[config.mk]
export PLATFORM = sky130hd
export DESIGN_NAME = spi_device
export DESIGN_NICKNAME = d
export VERILOG_FILES = /design/src/rtl/spi_device.sv
export SDC_FILE = /design/constraint.sdc
export NUM_CORES = 1
export LEC_CHECK = 0
export CAP_MARGIN = 20
export CELL_PAD_IN_SITES_DETAIL_PLACEMENT = 1
export CELL_PAD_IN_SITES_GLOBAL_PLACEMENT = 1
export CORE_MARGIN = 2
export CORE_UTILIZATION = 43
export CTS_BUF_LIST = sky130_fd_sc_hd__clkbuf_4
export CTS_CLUSTER_SIZE = 30
export DETAILED_ROUTE_END_ITERATION = 8
export PLACE_DENSITY_LB_ADDON = 0.1
export SLEW_MARGIN = 20
export SYNTH_ARGS = -nofsm -noshare
export SYNTH_HDL_FRONTEND = slang
export SYNTH_SLANG_ARGS = --single-unit
[constraint.sdc]
create_clock -name clk_i -period 2.4 [get_ports clk_i]
set_input_delay 0.36 -clock clk_i [delete_from_list [all_inputs] [get_ports clk_i]]
set_output_delay 0.36 -clock clk_i [all_outputs]
set_load 0.005 [all_outputs]
[src/rtl/spi_device.sv]
`default_nettype none
// ============================================================================
// Module   : spi_device
// Brief    : SPI target peripheral. Synchronises sclk/cs_n/sd into clk_i,
//            shifts characters in and out, and buffers one RX and one TX word
//            behind a simple addr/wdata/rdata register interface.
// Revision : 1.0 - initial release
// ============================================================================
module spi_device #(
  parameter int MAX_CHAR    = 32,
  parameter int SYNC_STAGES = 2
) (
  input  logic        clk_i,
  input  logic        rst_ni,
  input  logic [7:0]  addr_i,
  input  logic [31:0] wdata_i,
  output logic [31:0] rdata_o,
  input  logic [3:0]  be_i,
  input  logic        we_i,
  input  logic        re_i,
  output logic        error_o,
  output logic        intr_o,
  input  logic        sclk_i,
  input  logic        cs_ni,
  input  logic        sd_i,
  output logic        sd_o,
  output logic        sd_oe_o
);

  localparam int         IDX_W   = $clog2(MAX_CHAR);
  localparam logic [5:0] MAX_LEN = 6'(MAX_CHAR);

  localparam logic [1:0] ST_IDLE  = 2'd0;
  localparam logic [1:0] ST_LOAD  = 2'd1;
  localparam logic [1:0] ST_SHIFT = 2'd2;

  // Flop state
  logic [SYNC_STAGES-1:0] sclk_sync_q, sclk_sync_d;
  logic [SYNC_STAGES-1:0] cs_sync_q, cs_sync_d;
  logic [SYNC_STAGES-1:0] sd_sync_q, sd_sync_d;
  logic                   sclk_prev_q, sclk_prev_d;
  logic                   cs_prev_q, cs_prev_d;
  logic [1:0]             state_q, state_d;
  logic                   en_q, en_d, rxneg_q, rxneg_d, txneg_q, txneg_d;
  logic                   lsb_q, lsb_d, ie_q, ie_d;
  logic [4:0]             char_len_q, char_len_d;
  logic [31:0]            txdata_q, txdata_d, rxdata_q, rxdata_d;
  logic                   tx_full_q, tx_full_d, rx_valid_q, rx_valid_d;
  logic                   overrun_q, overrun_d, underrun_q, underrun_d;
  logic [5:0]             bit_cnt_q, bit_cnt_d;
  logic [MAX_CHAR-1:0]    tx_shift_q, tx_shift_d, rx_shift_q, rx_shift_d;
  logic [31:0]            rdata_q, rdata_d;
  logic                   intr_q, intr_d;

  // Combinational helpers
  logic                   sclk_s, cs_s, sd_s;
  logic                   sclk_rise, sclk_fall, cs_fall;
  logic                   sample_edge, drive_edge, abort;
  logic [5:0]             eff_len;
  logic [IDX_W-1:0]       msb_idx;
  logic [2:0]             reg_idx;
  logic                   ctrl_wr, tx_wr, stat_wr, rx_rd;
  logic                   busy, do_load, do_sample, do_drive, char_done, do_abort;
  logic [MAX_CHAR-1:0]    rx_shift_nxt, rx_char, load_word, out_word;
  logic                   unused_addr;

  assign sclk_s    = sclk_sync_q[SYNC_STAGES-1];
  assign cs_s      = cs_sync_q[SYNC_STAGES-1];
  assign sd_s      = sd_sync_q[SYNC_STAGES-1];
  assign sclk_rise = sclk_s & ~sclk_prev_q;
  assign sclk_fall = ~sclk_s & sclk_prev_q;
  assign cs_fall   = cs_prev_q & ~cs_s;

  // Sample on the selected edge, drive on the other one
  assign sample_edge = rxneg_q ? sclk_fall : sclk_rise;
  assign drive_edge  = rxneg_q ? sclk_rise : sclk_fall;
  assign abort       = cs_s | ~en_q;

  // Zero (or anything wider than the shifter) selects the full width
  assign eff_len = ((char_len_q == 5'd0) || ({1'b0, char_len_q} > MAX_LEN)) ?
                   MAX_LEN : {1'b0, char_len_q};
  assign msb_idx = IDX_W'(eff_len - 6'd1);

  assign reg_idx     = addr_i[4:2];
  assign unused_addr = ^{addr_i[7:5], addr_i[1:0]};
  assign ctrl_wr     = we_i && (reg_idx == 3'd0);
  assign tx_wr       = we_i && (reg_idx == 3'd1) && (|be_i);
  assign stat_wr     = we_i && (reg_idx == 3'd3) && be_i[0];
  assign rx_rd       = re_i && (reg_idx == 3'd2);
  assign error_o     = (we_i | re_i) & addr_i[4];

  // LSB-first characters land at the top of the shifter and need realigning
  assign rx_shift_nxt = lsb_q ? {sd_s, rx_shift_q[MAX_CHAR-1:1]}
                              : {rx_shift_q[MAX_CHAR-2:0], sd_s};
  assign rx_char      = lsb_q ? (rx_shift_nxt >> (MAX_LEN - eff_len)) : rx_shift_nxt;

  // During LOAD the pin already shows the word being loaded
  assign load_word = tx_full_q ? txdata_q[MAX_CHAR-1:0] : '0;
  assign out_word  = (state_q == ST_LOAD) ? load_word : tx_shift_q;
  assign sd_oe_o   = ~cs_s & en_q;
  assign sd_o      = sd_oe_o & (lsb_q ? out_word[0] : out_word[msb_idx]);

  assign rdata_o = rdata_q;
  assign intr_o  = intr_q;

  // State register and all datapath flops
  always_ff @(posedge clk_i or negedge rst_ni) begin
    if (!rst_ni) begin
      sclk_sync_q <= '0;
      cs_sync_q   <= '1;
      sd_sync_q   <= '0;
      sclk_prev_q <= 1'b0;
      cs_prev_q   <= 1'b1;
      state_q     <= ST_IDLE;
      en_q        <= 1'b0;
      rxneg_q     <= 1'b0;
      txneg_q     <= 1'b0;
      lsb_q       <= 1'b0;
      ie_q        <= 1'b0;
      char_len_q  <= 5'd0;
      txdata_q    <= 32'd0;
      rxdata_q    <= 32'd0;
      tx_full_q   <= 1'b0;
      rx_valid_q  <= 1'b0;
      overrun_q   <= 1'b0;
      underrun_q  <= 1'b0;
      bit_cnt_q   <= 6'd0;
      tx_shift_q  <= '0;
      rx_shift_q  <= '0;
      rdata_q     <= 32'd0;
      intr_q      <= 1'b0;
    end else begin
      sclk_sync_q <= sclk_sync_d;
      cs_sync_q   <= cs_sync_d;
      sd_sync_q   <= sd_sync_d;
      sclk_prev_q <= sclk_prev_d;
      cs_prev_q   <= cs_prev_d;
      state_q     <= state_d;
      en_q        <= en_d;
      rxneg_q     <= rxneg_d;
      txneg_q     <= txneg_d;
      lsb_q       <= lsb_d;
      ie_q        <= ie_d;
      char_len_q  <= char_len_d;
      txdata_q    <= txdata_d;
      rxdata_q    <= rxdata_d;
      tx_full_q   <= tx_full_d;
      rx_valid_q  <= rx_valid_d;
      overrun_q   <= overrun_d;
      underrun_q  <= underrun_d;
      bit_cnt_q   <= bit_cnt_d;
      tx_shift_q  <= tx_shift_d;
      rx_shift_q  <= rx_shift_d;
      rdata_q     <= rdata_d;
      intr_q      <= intr_d;
    end
  end

  // Next-state logic: a cs_n rise or en clear always returns to IDLE
  always_comb begin
    state_d = state_q;
    case (state_q)
      ST_IDLE:  if (en_q && cs_fall) state_d = ST_LOAD;
      ST_LOAD:  state_d = abort ? ST_IDLE : ST_SHIFT;
      ST_SHIFT: begin
        if (abort)          state_d = ST_IDLE;
        else if (char_done) state_d = ST_LOAD;
      end
      default:  state_d = ST_IDLE;
    endcase
  end

  // FSM output strobes
  always_comb begin
    busy      = (state_q != ST_IDLE);
    do_abort  = busy && abort;
    do_load   = (state_q == ST_LOAD) && !abort;
    do_sample = (state_q == ST_SHIFT) && !abort && sample_edge;
    do_drive  = (state_q == ST_SHIFT) && !abort && drive_edge && (bit_cnt_q != 6'd0);
    char_done = do_sample && ((bit_cnt_q + 6'd1) == eff_len);
  end

  // Register file and shifter updates; bus clears first so FSM sets win
  always_comb begin
    sclk_sync_d = {sclk_sync_q[SYNC_STAGES-2:0], sclk_i};
    cs_sync_d   = {cs_sync_q[SYNC_STAGES-2:0], cs_ni};
    sd_sync_d   = {sd_sync_q[SYNC_STAGES-2:0], sd_i};
    sclk_prev_d = sclk_s;
    cs_prev_d   = cs_s;
    en_d        = en_q;
    rxneg_d     = rxneg_q;
    txneg_d     = txneg_q;
    lsb_d       = lsb_q;
    ie_d        = ie_q;
    char_len_d  = char_len_q;
    txdata_d    = txdata_q;
    rxdata_d    = rxdata_q;
    tx_full_d   = tx_full_q;
    rx_valid_d  = rx_valid_q;
    overrun_d   = overrun_q;
    underrun_d  = underrun_q;
    bit_cnt_d   = bit_cnt_q;
    tx_shift_d  = tx_shift_q;
    rx_shift_d  = rx_shift_q;
    intr_d      = 1'b0;

    if (ctrl_wr && !busy) begin
      if (be_i[0]) {ie_d, lsb_d, txneg_d, rxneg_d, en_d} = wdata_i[4:0];
      if (be_i[1]) char_len_d = wdata_i[12:8];
    end
    if (rx_rd) rx_valid_d = 1'b0;
    if (stat_wr) begin
      if (wdata_i[3]) overrun_d  = 1'b0;
      if (wdata_i[4]) underrun_d = 1'b0;
    end

    if (do_abort) begin
      bit_cnt_d  = 6'd0;
      tx_shift_d = '0;
      rx_shift_d = '0;
    end
    if (do_load) begin
      tx_shift_d = load_word;
      tx_full_d  = 1'b0;
      if (!tx_full_q) underrun_d = 1'b1;
      bit_cnt_d  = 6'd0;
      rx_shift_d = '0;
    end
    if (do_sample) begin
      rx_shift_d = rx_shift_nxt;
      bit_cnt_d  = bit_cnt_q + 6'd1;
    end
    if (char_done) begin
      rxdata_d   = 32'(rx_char);
      if (rx_valid_q && !rx_rd) overrun_d = 1'b1;
      rx_valid_d = 1'b1;
      intr_d     = ie_q;
    end
    if (do_drive) tx_shift_d = lsb_q ? (tx_shift_q >> 1) : (tx_shift_q << 1);

    if (tx_wr) begin
      for (int b = 0; b < 4; b++) begin
        if (be_i[b]) txdata_d[8*b +: 8] = wdata_i[8*b +: 8];
      end
      tx_full_d = 1'b1;
    end

    case (reg_idx)
      3'd0:    rdata_d = {19'd0, char_len_q, 3'd0, ie_q, lsb_q, txneg_q, rxneg_q, en_q};
      3'd2:    rdata_d = rxdata_q;
      3'd3:    rdata_d = {27'd0, underrun_q, overrun_q, busy, tx_full_q, rx_valid_q};
      default: rdata_d = 32'd0;
    endcase
  end

endmodule
`default_nettype wire

== Word level (Yosys, flattened, before mapping) ==
Cells that the tools add are included.

* Word-level logic and storage cells: 127
* Bits in read-only memories: 0
* Latch bits: 0
* Register bits: 191
* Input port bits: 51
* RAM bits: 0
* Memories kept: 0
* Output and inout bits: 36

* $lt $le $gt $ge: 2
* Multipliers: 0
* Bitwise operators: 12
* Shift operators: 1
* Add/sub/neg operators: 3
* Mux-type cells: 38
* Divide/modulo/power cells: 0
* Equality and inequality tests: 8
* Reduce and logical (&&, ||, !) cells: 37

{| class="wikitable"
|+ Operators by type and width
! kind !! count
|-
| $mux 32 || 10
|-
| $pmux 32 s3 || 1
|-
| $shr 32x6->32 || 1
|-
| $mux 6 || 4
|-
| $mux 1 || 17
|-
| $logic_and 1x1->1 || 16
|-
| $reduce_and 2->1 || 7
|-
| $mux 2 || 4
|-
| $add 6x1->6 const B || 1
|-
| $and 1x1->1 || 6
|-
| $eq 3x2->1 const B || 2
|-
| $eq 6x6->1 || 1
|-
| $gt 5x6->1 const B || 1
|-
| $lt 5x6->1 const B || 1
|-
| $pmux 2 s3 || 1
|-
| $reduce_bool 2->1 || 3
|-
| $reduce_bool 3->1 || 2
|-
| $reduce_bool 6->1 || 1
|-
| $sub 6x6->6 const A || 1
|-
| $bmux 1 s5 || 1
|-
| $logic_not 5->1 || 1
|-
| $sub 5x1->5 const B || 1
|-
| $not 1->1 || 4
|-
| $reduce_or 4->1 || 1
|-
| other kinds (10) || 13
|}

== Longest topological paths before layout ==
* Depth in word-level cells: 9
* Mapped depth: 11
* Depth with buffers taken out: 8

== Worst setup path after synthesis ==
Ideal clock, no wire load.

* Path kind: register to output
* Start point: reg char_len_q[0]
* End point: out sd_o
* Cell stages (with the launch flop): 8
* Arrival time: 2.119 ns
* Data required time: 2.040 ns
* Buffers on the path: 1
* Setup slack: -0.079 ns
* Path through: dfrtp_1 buf_4 o31ai_4 nand2_1 or4_1 o311ai_1 a31oi_1 a221o_1

* Cells in the longest elaborated chain, start to end: 8
* Elaborated cells between the ends (all ways): 9
* Those cells by class: add/sub: 1; order compare: 1; mux: 4; bitwise: 1; reduce/logical: 2

{| class="wikitable"
|+ RTL lines
! element !! line !! RTL
|-
| from (decl) || 46 || <nowiki>logic [4:0] char_len_q, char_len_d;</nowiki>
|-
| from (signal assigned) || 144 || <nowiki>char_len_q <= char_len_d;</nowiki>
|-
| $gt 5x6->1 / $logic_not 5->1 (equally long branches) || 80 || <nowiki>assign eff_len = ((char_len_q == 5'd0) || ({1'b0, char_len_q} > MAX_LEN)) ?</nowiki>
|-
| $logic_or 1x1->1 || 80 ||
|-
| $mux 6 (*) || 80 ||
|-
| $sub 5x1->5 (*) || 82 || <nowiki>assign msb_idx = IDX_W'(eff_len - 6'd1);</nowiki>
|-
| $bmux 1 s5 (*) || 101 || <nowiki>assign sd_o = sd_oe_o & (lsb_q ? out_word[0] : out_word[msb_idx]);</nowiki>
|-
| $mux 1 (not written as such) (*) || 101 ||
|-
| $mux 1 (*) || 101 ||
|-
| $and 1x1->1 (*) || 101 ||
|-
| to (decl) || 26 || <nowiki>output logic sd_o,</nowiki>
|}

Every way passes the cells marked *; elsewhere a longest branch is shown, timed or not. The select of a mux whose other input is x is not followed.

== Final worst setup path ==
* Start point: reg char_len_q[1]
* End point: out sd_o

Same word-level chain as after synthesis.

==> results.cfg <==
[synthesis]
ys_types = 66
yosysWarnings = 0
yosysTopAreaCellShare_pct = 41.9
synthesis.nets = 1176
synth_edf_count = 0
syn-cell-area_um2 = 11200
syn_avg_cell_area_um2 = 10.0
synth-seq-cells = 191
synthTopCellsByArea = dfrtp_1, mux2i_1, mux2_2
yosysTopAreaCell = dfrtp_1
synth_top_flop_cell = dfrtp_1
async_flop_share_pct = 100
ys_seq_area_share_pct = 42.6
syn_inst = 1123

[place]
place_inst = 1648
dp_hpwl_um = 27700
gp_congestion = 0.919
dp_slack_ns = -0.568
portBuffers = 81
placed_area_um2 = 13700

[sta]
worstMarginPinSlew_ns = 0.725
tns_ns = -11.34
finalSetupViolCount = 38
max_slew_margin_pct = 51.7
drv_slew = 0
rsz0062_at_grt = true
period_needed_ns = 3.24
max_freq_mhz = 309
post-route-period-util_pct = 135
skew_ns = 0.0362
timing.final.hold_violations = 0
layout_setup_ws_ns = -0.839

[worst_setup_path]
reg2reg_depth = 8
cp.arrival_ns = 2.88
critPathMaxFanout = 7
required_ns = 2.04
start_kind = flop
critPathKind = reg -> out
cp-end-kind = output pin

[pwr]
ir_worst_vdd_v = 0.000354
switchingPower_mw = 4.00
p_leak_nw = 6.41
p_int_mw = 5.97
power.density_nw_per_um2 = 665
p_sw_share_pct = 40.1
p_comb_share_pct = 41.8
p_clk_share_pct = 19.7
p_seq_share_pct = 38.5

[layout]
postLayoutCoreUtil_pct = 58.1
layout.nets = 1414
area_delta_synth_final_pct = 33.6
regArea_um2 = 4790
fin_cells = 1710
num-fill-cells = 2818
multi_input_area_um2 = 6450
final_layout_size_suffix_gt1_share_pct = 32.6
post-route-cell-area_um2 = 15000

[clocking]
cts-root-buf = clkbuf_4
cts_made_buffers = 17
cts_sinks = 191
cts_max_level = 4
clock_latency_ns = 0.63
cts_tree = yes
path_clk_slew_ns = 0.21
clock_path_buffers = 2

[route]
routed_wl_um = 40800
ant_nets = 0
drt_iter0_markers = 958
via_per_inst = 6.15
vias = 10500
avgRoutedWirePerCell_um = 23.8
drcViolationCount = 0
drtPass1Iterations = 5

[global_routing]
overflow = 0
antenna_found_initial = 1
grt_pass1_vias = 10600
grt_pass1_wl_um = 62000
grt_max_degree = 76
track_usage_pct = 29.7

[run_status]
status = finished with violations
violations = negative setup slack

[floorplanning]
rows = 59
die_area_um2 = 27400
core_area_um2 = 25800
start_util_pct = 43.5
io_pins = 87
die_w_um = 166
die_y_um = 166

[min_path]
whs_path_depth = 1
hold_class = in -> reg

[run]
drv_cap = 0
timing repair:
action | 4_1_cts | 5_1_grt
endpoints found under the hold margin | 55 | 0
setup buffers | 19 | 5
gates resized for setup | 109 | 36
endpoints found under the setup margin | 39 | 50
hold buffers | 1 | 0
gates cloned | 4 | 3
pin swaps | 23 | 16
critical path, stage by stage (launching register included):
cell and delay (ns):
dfrtp_2 0.52, o31ai_4 0.29, nand2_2 0.09, or4_1 0.55, o311ai_2 0.29, a31oi_1 0.08
a221o_1 0.30, buf_2 0.14
metrics by stage:
stage | power [mW] | hold WS [ns]
floorplan | 5.85 | 0.0644
global placement | 7.27 | 0.334
detailed placement | 7.35 | 0.346
CTS | 9.75 | 0.0642
global route | 10.4 | 0.0662
finish | 9.97 | 0.102
flip-flops by register name, indices dropped and copies added (netlist names), 5 cells and up:
name and flops:
rdata_o 32, rxdata_q 32, bit_cnt_q 6, tx_shift_q 32
txdata_q 32, char_len_q 5, rx_shift_q 32
cells by family (layout without fill, tap and decap cells):
kind of cell | after synthesis | after routing | share of synthesized area, %
and+or+nand+nor | 329 | 329 | 14.6
AOI/OAI and AO/OA | 301 | 301 | 17.3
DFF | 191 | 191 | 42.6
muxes | 173 | 173 | 19.6
buffers and inverters | 115 | 366 | 4.64
xor gates and xnor gates | 12 | 12 | 1.07
adders and majority gates | 2 | 2 | 0.223
other | 0 | 1 | 0
synthesized netlist by cell type, drive strengths merged (9+ instances only):
| master | instances |
|---|---|
| and2 | 26 |
| nor2 | 47 |
| and3 | 21 |
| a211oi | 18 |
| mux2 | 63 |
| nor2b | 21 |
| dfrtp | 188 |
| nor3 | 21 |
| a221oi | 29 |
| mux4 | 30 |
| o211ai | 12 |
| xnor2 | 9 |
| nand2b | 12 |
| o21ai | 79 |
| inv | 18 |
| nand2 | 93 |
| mux2i | 80 |
| clkbuf | 57 |
| buf | 40 |
| a21oi | 84 |
| nand3 | 72 |
| a31oi | 9 |
power groups by stage:
stage          clock, mW  sequential, mW  combinational [mW]
2_1_floorplan          0            3.74                2.11
3_3_place_gp           0            3.86                3.41
3_5_place_dp           0            3.87                3.48
4_1_cts             2.01            3.82                3.92
5_1_grt             2.14            3.86                4.41
6_report            1.97            3.84                4.16
cell type report:
class / count / area share, %
antenna: 1 / 0.0167
clock inverter: 15 / 1.21
multi-input combinational: 817 / 43.0
sequential: 191 / 31.9
timing repair buffer: 316 / 19.7
tap: 335 / 2.79
clock buffer: 17 / 0.851
inverter: 18 / 0.450
routing by layer:
layer / vias up / track usage, % / routed length, um
li1: 4657 / - / -
met1: 5377 / 40.9 / 17700
met2: 395 / 47.6 / 19500
met3: 94 / 4.10 / 2130
met4: 0 / 11.7 / 1500
met5: - / 0 / 0
placed cells by master (no fill, tap or decap), drive strengths merged, types with 6 or more instances in the layout:
cell / count
mux4: 30
inv: 26
nand2b: 12
mux2: 63
o2111ai: 6
a22oi: 8
buf: 233
a21o: 6
a22o: 8
xnor2: 9
o22ai: 8
nor2b: 21
a31oi: 9
clkdlybuf4s50: 79
and2: 26
mux2i: 80
o211ai: 12
clkbuf: 20
nand3: 72
a211oi: 18
and3: 21
clkinv: 7
a21oi: 84
a221oi: 29
nor3: 21
dfrtp: 188
nand2: 93
o21ai: 79
nor2: 47
worst paths after layout:
check,startpoint,endpoint,slack (ns)
min reg2reg,sclk_sync_q[0],sclk_sync_q[1],0.36
max,char_len_q[1],sd_o,-0.84
max in group asynchronous,rst_ni,cs_sync_q[0],1.47
max reg2reg,char_len_q[0],rxdata_q[0],-0.47
min in group asynchronous,rst_ni,rdata_o[29],0.24
min,cs_ni,cs_sync_q[0],0.10
(Power assumes the default switching activity.)
